$ cat config.mk
export PLATFORM = sky130hd
export DESIGN_NAME = ili9341_scanout
export DESIGN_NICKNAME = d
export VERILOG_FILES = /design/src/rtl/ili9341_scanout.sv
export SDC_FILE = /design/constraint.sdc
export NUM_CORES = 1
export LEC_CHECK = 0
export CAP_MARGIN = 20
export CORE_ASPECT_RATIO = 0.9
export CORE_MARGIN = 4
export CORE_UTILIZATION = 50
export DETAILED_ROUTE_END_ITERATION = 16
export GPL_ROUTABILITY_DRIVEN = 0
export PLACE_DENSITY = 0.72
export SYNTH_ARGS = -nofsm -noshare
export SYNTH_HDL_FRONTEND = slang
export SYNTH_SLANG_ARGS = --single-unit
$ cat constraint.sdc
create_clock -name read_clk -period 2.65 [get_ports read_clk]
set_input_delay 0.265 -clock read_clk [delete_from_list [all_inputs] [get_ports read_clk]]
set_output_delay 0.265 -clock read_clk [all_outputs]
set_load 0.02 [all_outputs]
$ cat src/rtl/ili9341_scanout.sv
// ILI9341 scanout engine: fetches RGB332 pixels from SRAM and streams them to the LCD
// 8080 bus as RGB565, and gates SPI-fed SRAM writes around the read window.
module ili9341_scanout #(
  parameter int DISPLAY_WIDTH  = 240,
  parameter int DISPLAY_HEIGHT = 320,
  parameter int WIDTH_BITS     = $clog2(DISPLAY_WIDTH),
  parameter int HEIGHT_BITS    = $clog2(DISPLAY_HEIGHT),
  parameter int GAP_CYCLES     = 1024
) (
  input  logic                   read_clk,
  input  logic                   reset,
  input  logic                   enable,
  output logic [WIDTH_BITS-1:0]  display_x,
  output logic [HEIGHT_BITS-1:0] display_y,
  output logic                   memory_read,
  input  logic [7:0]             memory_data,
  output logic                   memory_write_allowed,
  output logic                   lcd_cs_n,
  output logic                   lcd_dc,
  output logic                   lcd_wr_n,
  output logic                   lcd_rd_n,
  output logic [7:0]             lcd_data,
  output logic                   frame_done
);

  // state      | meaning
  // S_IDLE     | waiting for enable, SRAM writes allowed
  // S_HEADER   | column/page window + memory-write command bytes
  // S_PREFETCH | two-cycle SRAM read of pixel 0
  // S_STREAM   | four cycles per pixel: hi A, hi B, lo A, lo B
  // S_GAP      | inter-frame SRAM write window

  typedef enum logic [2:0] {
    S_IDLE,
    S_HEADER,
    S_PREFETCH,
    S_STREAM,
    S_GAP
  } state_t;

  localparam int NUM_PIXELS = DISPLAY_WIDTH * DISPLAY_HEIGHT;
  localparam int TIMER_MAX  = (NUM_PIXELS > GAP_CYCLES) ? NUM_PIXELS : GAP_CYCLES;
  localparam int TIMER_BITS = $clog2(TIMER_MAX);
  localparam logic [3:0]  HDR_LAST = 4'd10;
  localparam logic [15:0] W_M1 = 16'(DISPLAY_WIDTH - 1);
  localparam logic [15:0] H_M1 = 16'(DISPLAY_HEIGHT - 1);

  state_t                state;
  logic [3:0]            hdr_idx;
  logic [1:0]            phase;
  logic [TIMER_BITS-1:0] timer;
  logic [7:0]            pix;
  logic [WIDTH_BITS-1:0]  adv_x;
  logic [HEIGHT_BITS-1:0] adv_y;
  logic                  go_header;

  function automatic logic [8:0] hdr_byte(input logic [3:0] idx);
    case (idx)
      4'd0:    return {1'b0, 8'h2A};
      4'd3:    return {1'b1, W_M1[15:8]};
      4'd4:    return {1'b1, W_M1[7:0]};
      4'd5:    return {1'b0, 8'h2B};
      4'd8:    return {1'b1, H_M1[15:8]};
      4'd9:    return {1'b1, H_M1[7:0]};
      4'd10:   return {1'b0, 8'h2C};
      default: return {1'b1, 8'h00};
    endcase
  endfunction

  function automatic logic [7:0] hi_byte(input logic [7:0] p);
    return {p[7:5], p[7:6], p[4:2]};
  endfunction

  function automatic logic [7:0] lo_byte(input logic [7:0] p);
    return {p[4:2], p[1:0], p[1:0], p[1]};
  endfunction

  // Raster-order address advance, wrapping to (0,0) after the last pixel.
  always_comb begin
    adv_x = display_x + 1'b1;
    adv_y = display_y;
    if (display_x == WIDTH_BITS'(DISPLAY_WIDTH - 1)) begin
      adv_x = '0;
      adv_y = (display_y == HEIGHT_BITS'(DISPLAY_HEIGHT - 1)) ? '0 : display_y + 1'b1;
    end
  end

  assign go_header = enable && (state == S_IDLE || (state == S_GAP && timer == '0));

  always_ff @(posedge read_clk) begin
    if (reset) begin
      state                <= S_IDLE;
      hdr_idx              <= '0;
      phase                <= '0;
      timer                <= '0;
      pix                  <= '0;
      display_x            <= '0;
      display_y            <= '0;
      memory_read          <= 1'b0;
      memory_write_allowed <= 1'b0;
      lcd_cs_n             <= 1'b1;
      lcd_wr_n             <= 1'b1;
      lcd_rd_n             <= 1'b1;
      lcd_dc               <= 1'b1;
      lcd_data             <= '0;
      frame_done           <= 1'b0;
    end else begin
      frame_done <= 1'b0;
      lcd_rd_n   <= 1'b1;
      case (state)
        S_IDLE: begin
          memory_write_allowed <= 1'b1;
        end
        S_HEADER: begin
          if (!lcd_wr_n) begin
            lcd_wr_n <= 1'b1;
            if (hdr_idx == HDR_LAST) memory_write_allowed <= 1'b0;
          end else if (hdr_idx == HDR_LAST) begin
            state       <= S_PREFETCH;
            timer       <= TIMER_BITS'(1);
            memory_read <= 1'b1;
            display_x   <= '0;
            display_y   <= '0;
          end else begin
            hdr_idx              <= hdr_idx + 4'd1;
            lcd_wr_n             <= 1'b0;
            {lcd_dc, lcd_data}   <= hdr_byte(hdr_idx + 4'd1);
          end
        end
        S_PREFETCH: begin
          if (timer != '0) begin
            timer <= timer - 1'b1;
          end else begin
            state     <= S_STREAM;
            timer     <= TIMER_BITS'(NUM_PIXELS - 1);
            phase     <= 2'd0;
            pix       <= memory_data;
            display_x <= adv_x;
            display_y <= adv_y;
            lcd_wr_n  <= 1'b0;
            lcd_dc    <= 1'b1;
            lcd_data  <= hi_byte(memory_data);
          end
        end
        S_STREAM: begin
          phase <= phase + 2'd1;
          case (phase)
            2'd0: lcd_wr_n <= 1'b1;
            2'd1: begin
              lcd_wr_n <= 1'b0;
              lcd_data <= lo_byte(pix);
            end
            2'd2: lcd_wr_n <= 1'b1;
            default: begin
              // The read issued at the wrapped (0,0) address is dropped here.
              if (timer == '0) begin
                state       <= S_GAP;
                timer       <= TIMER_BITS'(GAP_CYCLES - 1);
                memory_read <= 1'b0;
                lcd_cs_n    <= 1'b1;
                frame_done  <= 1'b1;
              end else begin
                timer     <= timer - 1'b1;
                pix       <= memory_data;
                display_x <= adv_x;
                display_y <= adv_y;
                lcd_wr_n  <= 1'b0;
                lcd_data  <= hi_byte(memory_data);
              end
            end
          endcase
        end
        S_GAP: begin
          memory_write_allowed <= 1'b1;
          if (timer != '0) timer <= timer - 1'b1;
          else state <= S_IDLE;
        end
        default: state <= S_IDLE;
      endcase
      if (go_header) begin
        state                <= S_HEADER;
        hdr_idx              <= '0;
        lcd_cs_n             <= 1'b0;
        lcd_wr_n             <= 1'b0;
        {lcd_dc, lcd_data}   <= hdr_byte(4'd0);
        memory_write_allowed <= 1'b1;
      end
    end
  end

endmodule

Yosys cells after proc, flatten, opt, wreduce, memory -nomap -nowiden
Index checks and enable logic that the tools add are counted.
{"block": "op_classes", "addsub": 5, "n_eq_ne": 38, "muxes": 70, "bitwise_logic": 3, "reduce_logical": 36}
{"operator": "$mux W17", "count": 6}
{"operator": "$mux W8", "count": 10}
{"operator": "$pmux W17 S4", "count": 1}
{"operator": "$mux W9", "count": 7}
{"operator": "$pmux W9 S6", "count": 1}
{"operator": "$pmux W8 S3", "count": 2}
{"operator": "$ne A3 B3 Y1 const B", "count": 10}
{"operator": "$pmux W9 S3", "count": 1}
{"operator": "$mux W1", "count": 22}
{"operator": "$ne A2 B2 Y1 const B", "count": 10}
{"operator": "$mux W3", "count": 6}
{"operator": "$reduce_and A6 Y1", "count": 3}
{"operator": "$logic_not A17 Y1", "count": 1}
{"operator": "$reduce_bool A17 Y1", "count": 1}
{"operator": "$sub A17 B1 Y17 const B", "count": 1}
{"operator": "$eq A4 B4 Y1 const B", "count": 4}
{"operator": "$pmux W8 S2", "count": 1}
{"operator": "$mux W5", "count": 3}
{"operator": "$pmux W3 S5", "count": 1}
{"operator": "$reduce_and A7 Y1", "count": 2}
{"operator": "$reduce_and A3 Y1", "count": 4}
{"operator": "$pmux W5 S2", "count": 1}
{"operator": "$reduce_and A5 Y1", "count": 2}
{"operator": "$add A9 B1 Y9 const B", "count": 1}
{"operator": "other kinds (33)", "count": 51}
{"block": "totals", "ff_bits": 62, "input_bits": 11, "output_inout_bits": 32, "elab_cells": 168}

Depth between registers and ports, before layout
{"block": "logic_depth", "word_depth": 7, "ltp_mapped": 9, "ltp_nobuf": 7}

Worst setup path after synthesis
No wires, ideal clock.
{"block": "synth_path", "path_kind": "register to register", "start": "register timer[0]", "end": "register display_x[3]", "setup_ns": 0.091, "arrival_ns": 2.078, "t_required_ns": 2.559, "path_slack_ns": 0.481, "stages_incl_launch_ff": 9, "path_buffers": 1, "synth_period_minus_slack_ns": 2.169, "cell_sequence": "dfxtp_1 inv_1 ha_1 nor4b_1 and4_1 buf_4 mux2i_2 a41oi_1 a311oi_1"}
{"block": "synth_via", "elab_chain_len": 3, "word_cells_on_any_way": 5, "classes_between": "2 x eq/ne; 3 x reduce/logical"}
{"item": "start, declared", "line": "51", "rtl": "logic [TIMER_BITS-1:0] timer;"}
{"item": "start signal, assigned", "line": "132", "rtl": "timer <= timer - 1'b1;"}
{"item": "start signal, assigned", "line": "135", "rtl": "timer <= TIMER_BITS'(NUM_PIXELS - 1);"}
{"item": "start signal, assigned", "line": "158", "rtl": "timer <= TIMER_BITS'(GAP_CYCLES - 1);"}
{"item": "$reduce_bool A17 Y1 / $logic_not A17 Y1 (equally long branches)", "line": "131, 156"}
{"item": "$ne A2 B2 Y1 (no source line)"}
{"item": "$reduce_and A6 Y1 (no source line) (*)"}
{"item": "end signal, assigned", "line": "138", "rtl": "display_x <= adv_x;"}
{"item": "end signal, assigned", "line": "165", "rtl": "display_x <= adv_x;"}
{"item": "end, declared", "line": "13", "rtl": "output logic [WIDTH_BITS-1:0] display_x,"}
Every way passes the cells marked *; elsewhere a longest branch is shown, timed or not.
A chain may end at the register's enable or synchronous reset.

Worst setup path in the final report
{"block": "layout_path", "start": "register timer[0]", "end": "register display_y[2]"}
{"block": "layout_via", "elab_chain_len": 3, "word_cells_on_any_way": 5, "classes_between": "2 x eq/ne; 3 x reduce/logical"}
{"item": "$reduce_bool A17 Y1 / $logic_not A17 Y1 (equally long branches)", "line": "131, 156"}
{"item": "$ne A2 B2 Y1 (no source line)"}
{"item": "$reduce_and A6 Y1 (no source line) (*)"}
{"item": "end signal, assigned", "line": "139", "rtl": "display_y <= adv_y;"}
{"item": "end signal, assigned", "line": "166", "rtl": "display_y <= adv_y;"}
{"item": "end, declared", "line": "14", "rtl": "output logic [HEIGHT_BITS-1:0] display_y,"}
Marks and branches as above.

==> results.txt <==
Dividing the detail-routed via count by the number of cells gives 6.343. The full die area is 0.009230 mm2. In the final layout, the share of cells above drive strength 1 is 0.1176. The path class of the tightest hold or removal check is flop to flop.

The routed wire length on met2 is 4583 um. The total count of max-transition violations in the final report is 0. Summed over all cells, the static leakage comes to 1.697 nW.

The instance count along the most critical hold path is 1. The total overflow left after global routing is 0. The largest net degree at the start of global routing came out at 27. The critical-path cell with the highest stage delay is o32ai_2. The maximum achievable frequency came out at 416.8 MHz.

The synthesized area divided by synthesized cell count is 8.163 um2. The length in cells of the worst reg-to-reg path is 8. The most frequent cell after synthesis is dfxtp_1. The signal on the critical path passes through inv_1 > ha_1 > nor4b_1 > nand4_2 > buf_4 > o32ai_2 > o22ai_1 > a32o_1. The number of buffers on the longest clock path is 2. Detailed placement ended at an HPWL of 7785 um. The setup slack on the worst flop-to-flop path is 0.25 ns. The clock input transition at the sequential cells of the worst setup and hold paths came out at 0.06 ns. The delay of the slowest critical-path stage came out at 0.52 ns.

The area share of the largest cell type after synthesis is 0.3201. For this run, the leading register cell type out of synthesis is dfxtp_1. The number of antenna violations at the first check in global routing is 0. From left edge to right edge, the die measures 100.8 um.

The detailed-router iteration count before antenna repair came out at 5. The share of flip-flops with an asynchronous set or reset came out at 0. The vertical extent of the die came out at 91.55 um. The final period demand of the worst path came out at 2.399 ns. The ratio of final minimum period to clock period came out at 0.9054. The cell area that synthesis handed to floorplanning was 0.003877 mm2. The worst path required time came out at 2.89 ns.

The floorplan core area came out at 0.007545 mm2. Of all nets on the critical path, the largest fanout is 8. The wire length of the first global-routing pass came out at 17510 um. Across the run, the number of max-cap violations was 0.

The via total after detailed routing is 3952. After synthesis, the cell types taking the most area are dfxtp_1 32%, a21oi_1 4.3%, ha_1 3.9%. When the netlist entered floorplanning its net count stood at 498. The number of antenna repair diodes came out at 0. The multi-input combinational cell area is 0.002470 mm2. The worst vdd rail ir drop came out at 236.1 uV. The cell type with the largest total area after synthesis is dfxtp_1.

The sequential cell area came out at 0.001241 mm2. The number of DRC markers in iteration 0 came out at 303. The startpoint type of the worst setup path is a flop.

The number of CTS-inserted buffers came out at 9. The H-tree depth is 3. The buffer type at the clock tree root is clkbuf_8. Setup repair after global routing left no endpoint under its margin. The total negative slack for setup checks is 0 ns.

The post-cts resize count came out at 0. The clock insertion delay at the later pin of the skew report came out at 0.35 ns. The number of global-route vias before repair came to 3501. Counting every instance in the synthesized netlist gives 475.

The setup path with the least slack is of type flop to flop. Counting the fill cells in the layout gives 678. The worst register-to-register path begins at timer[0]. Across all setup checks in the final design, the least slack found is 0.2507 ns. During I/O placement, the number of pins put on the boundary was 43.

The worst hold path terminates at timer[0]. The highest layer touched by signal routing is met4. The met1 routed wirelength after detailed routing came out at 5269 um. The relative area change from synthesis to final layout came out at 19.46%. The total track usage came out at 0.2336. The number of design rule violations left after detail routing is 0.

The total routed wirelength came out at 10740 um. For this configuration, the core starts out at a cell density of 0.5139. Measured against its own limit, the worst slew margin works out to 0.5994.

The worst hold path begins at timer[0]. After detailed routing, the average wire length per cell comes to 17.24 um. The wire length on met3 is 764 um. The TritonCTS clock tree is done. For the worst setup path, the data arrival time is 2.64 ns. Setup violations remaining at the end of the flow were counted as 0.

STA classifies the critical path endpoint as a flop. The number of clock sinks seen by CTS is 62. For this design the ratio of total power to cell area is 443.7 mW/mm2. The flow ran to the end, and the final reports show no timing, DRC or antenna violations. Port buffering added 41 buffers. For the pin with the worst max-slew slack, the measured transition is 0.5982 ns. Synthesis instantiated 76 different standard cells from the library.

The final layout contains 548 nets. The number of enable-type register cells in the synthesized netlist came out at 0. After synthesis, the most frequently instantiated cells are 62 x dfxtp_1, 38 x nand2_1, 36 x nor2_1, 33 x a21oi_1, 30 x nand3_1.

The floorplan has 30 rows. The final antenna-violating net count came out at 0. The share of the Yosys chip area taken by registers is 0.3201. The post-placement worst setup slack is 0.1434 ns. On the final layout, the worst clock skew is 0.008731 ns.

The number of synthesis warnings is 0. The final count of hold timing violations is 0. The flop and latch count out of synthesis came out at 62. The critical register-to-register path endpoint is display_y[2].
-- where the power goes --
part	switching [mW]	internal, mW
Sequential	0.0212	0.954
Combinational	0.200	0.139
Clock	0.368	0.372
Total	0.590	1.47
-- how the worst max path moves through the flow --
stage / to / startpoint / cells after the start
CTS: display_y[3] / timer[0] / 7
floorplan: display_x[3] / timer[0] / 8
finish: display_y[2] / timer[0] / 8
global route: display_y[3] / timer[0] / 8
global placement: timer[5] / timer[0] / 8
detailed placement: timer[0] / timer[0] / 8
-- routing by layer --
layer	track usage	vias up
met5	0	-
met4	0.05948	0
met3	0.05376	14
met2	0.3257	174
met1	0.3560	1859
li1	-	1905
-- cells in the final DEF, fill, tap and decap left out, types with 4 or more instances in the layout --
cell,Yosys,routed
a311oi_1,8,8
a32o_1,5,5
nand3b_1,4,4
clkdlybuf4s50_1,0,41
nor4_1,9,9
nor2b_1,4,4
mux2i_1,11,11
o21ai_0,22,22
ha_1,12,12
mux2_2,4,4
nand4_1,8,8
o22ai_1,5,5
and3_1,6,6
a211oi_1,13,13
a21o_1,12,12
nor2_1,36,36
buf_4,2,24
a21boi_0,4,4
a21oi_1,33,33
clkbuf_8,0,11
inv_1,13,13
dfxtp_1,62,62
nand3_1,30,30
o211ai_1,8,8
nand2b_1,4,4
or3_1,5,5
nor3_1,15,15
nand2_1,38,38
xnor2_1,4,4
nor3b_1,4,4
or2_2,5,5
-- flip-flops by register name, indices dropped and copies added, names as in the netlist --
register              flops
display_x                 8
display_y                 9
frame_done                1
hdr_idx                   4
lcd_cs_n                  1
lcd_data                  8
lcd_dc                    1
lcd_wr_n                  1
memory_read               1
memory_write_allowed      1
phase                     2
pix                       5
state                     3
timer                    17
-- critical path, delay by kind of cell, from the launching register on --
family                   cells  cell delay [ns]
AO/OA/AOI/OAI                3             0.95
adder cells (fa/ha/maj)      1             0.15
buffers and inverters        2             0.34
flip-flops                   1             0.33
AND/OR/NAND/NOR              2             0.52
-- kinds of logic (layout without fill, tap and decap cells) --
| logic type | Yosys count | in the layout | synth area share |
|---|---|---|---|
| flops | 62 | 62 | 0.3201 |
| fa+ha+maj | 12 | 12 | 0.03872 |
| mux | 16 | 16 | 0.04356 |
| simple gates | 192 | 192 | 0.2701 |
| buf+inv | 39 | 91 | 0.04292 |
| compound gates | 149 | 149 | 0.2746 |
| other cells | 1 | 1 | 0.0009671 |
| xor+xnor | 4 | 4 | 0.009034 |
-- final cells by class --
cell class	count	area share
timing repair buffer	65	0.1275
multi-input combinational	374	0.5332
inverter	13	0.01053
tap	96	0.02593
clock inverter	2	0.002161
clock buffer	11	0.03269
sequential	62	0.2680
-- timing repair --
item / in CTS / in global routing
setup buffers: 0 / 3
hold buffers: 0 / 0
setup endpoints to repair: 0 / 19
-- stage by stage --
stage / hold WS, ns / area [um2] / util / std cells / total power [mW]
floorplan: 0.4118 / 3877 / - / 475 / 1.214
global placement: 0.4721 / 4448 / 0.5896 / 607 / 1.307
detailed placement: 0.4723 / 4448 / 0.5896 / 607 / 1.313
CTS: 0.4882 / 4609 / 0.6109 / 620 / 2.041
global route: 0.5226 / 4632 / 0.6139 / 623 / 2.132
finish: 0.4922 / 4632 / 0.6139 / 623 / 2.055
Power figures use the tool's default switching activity.
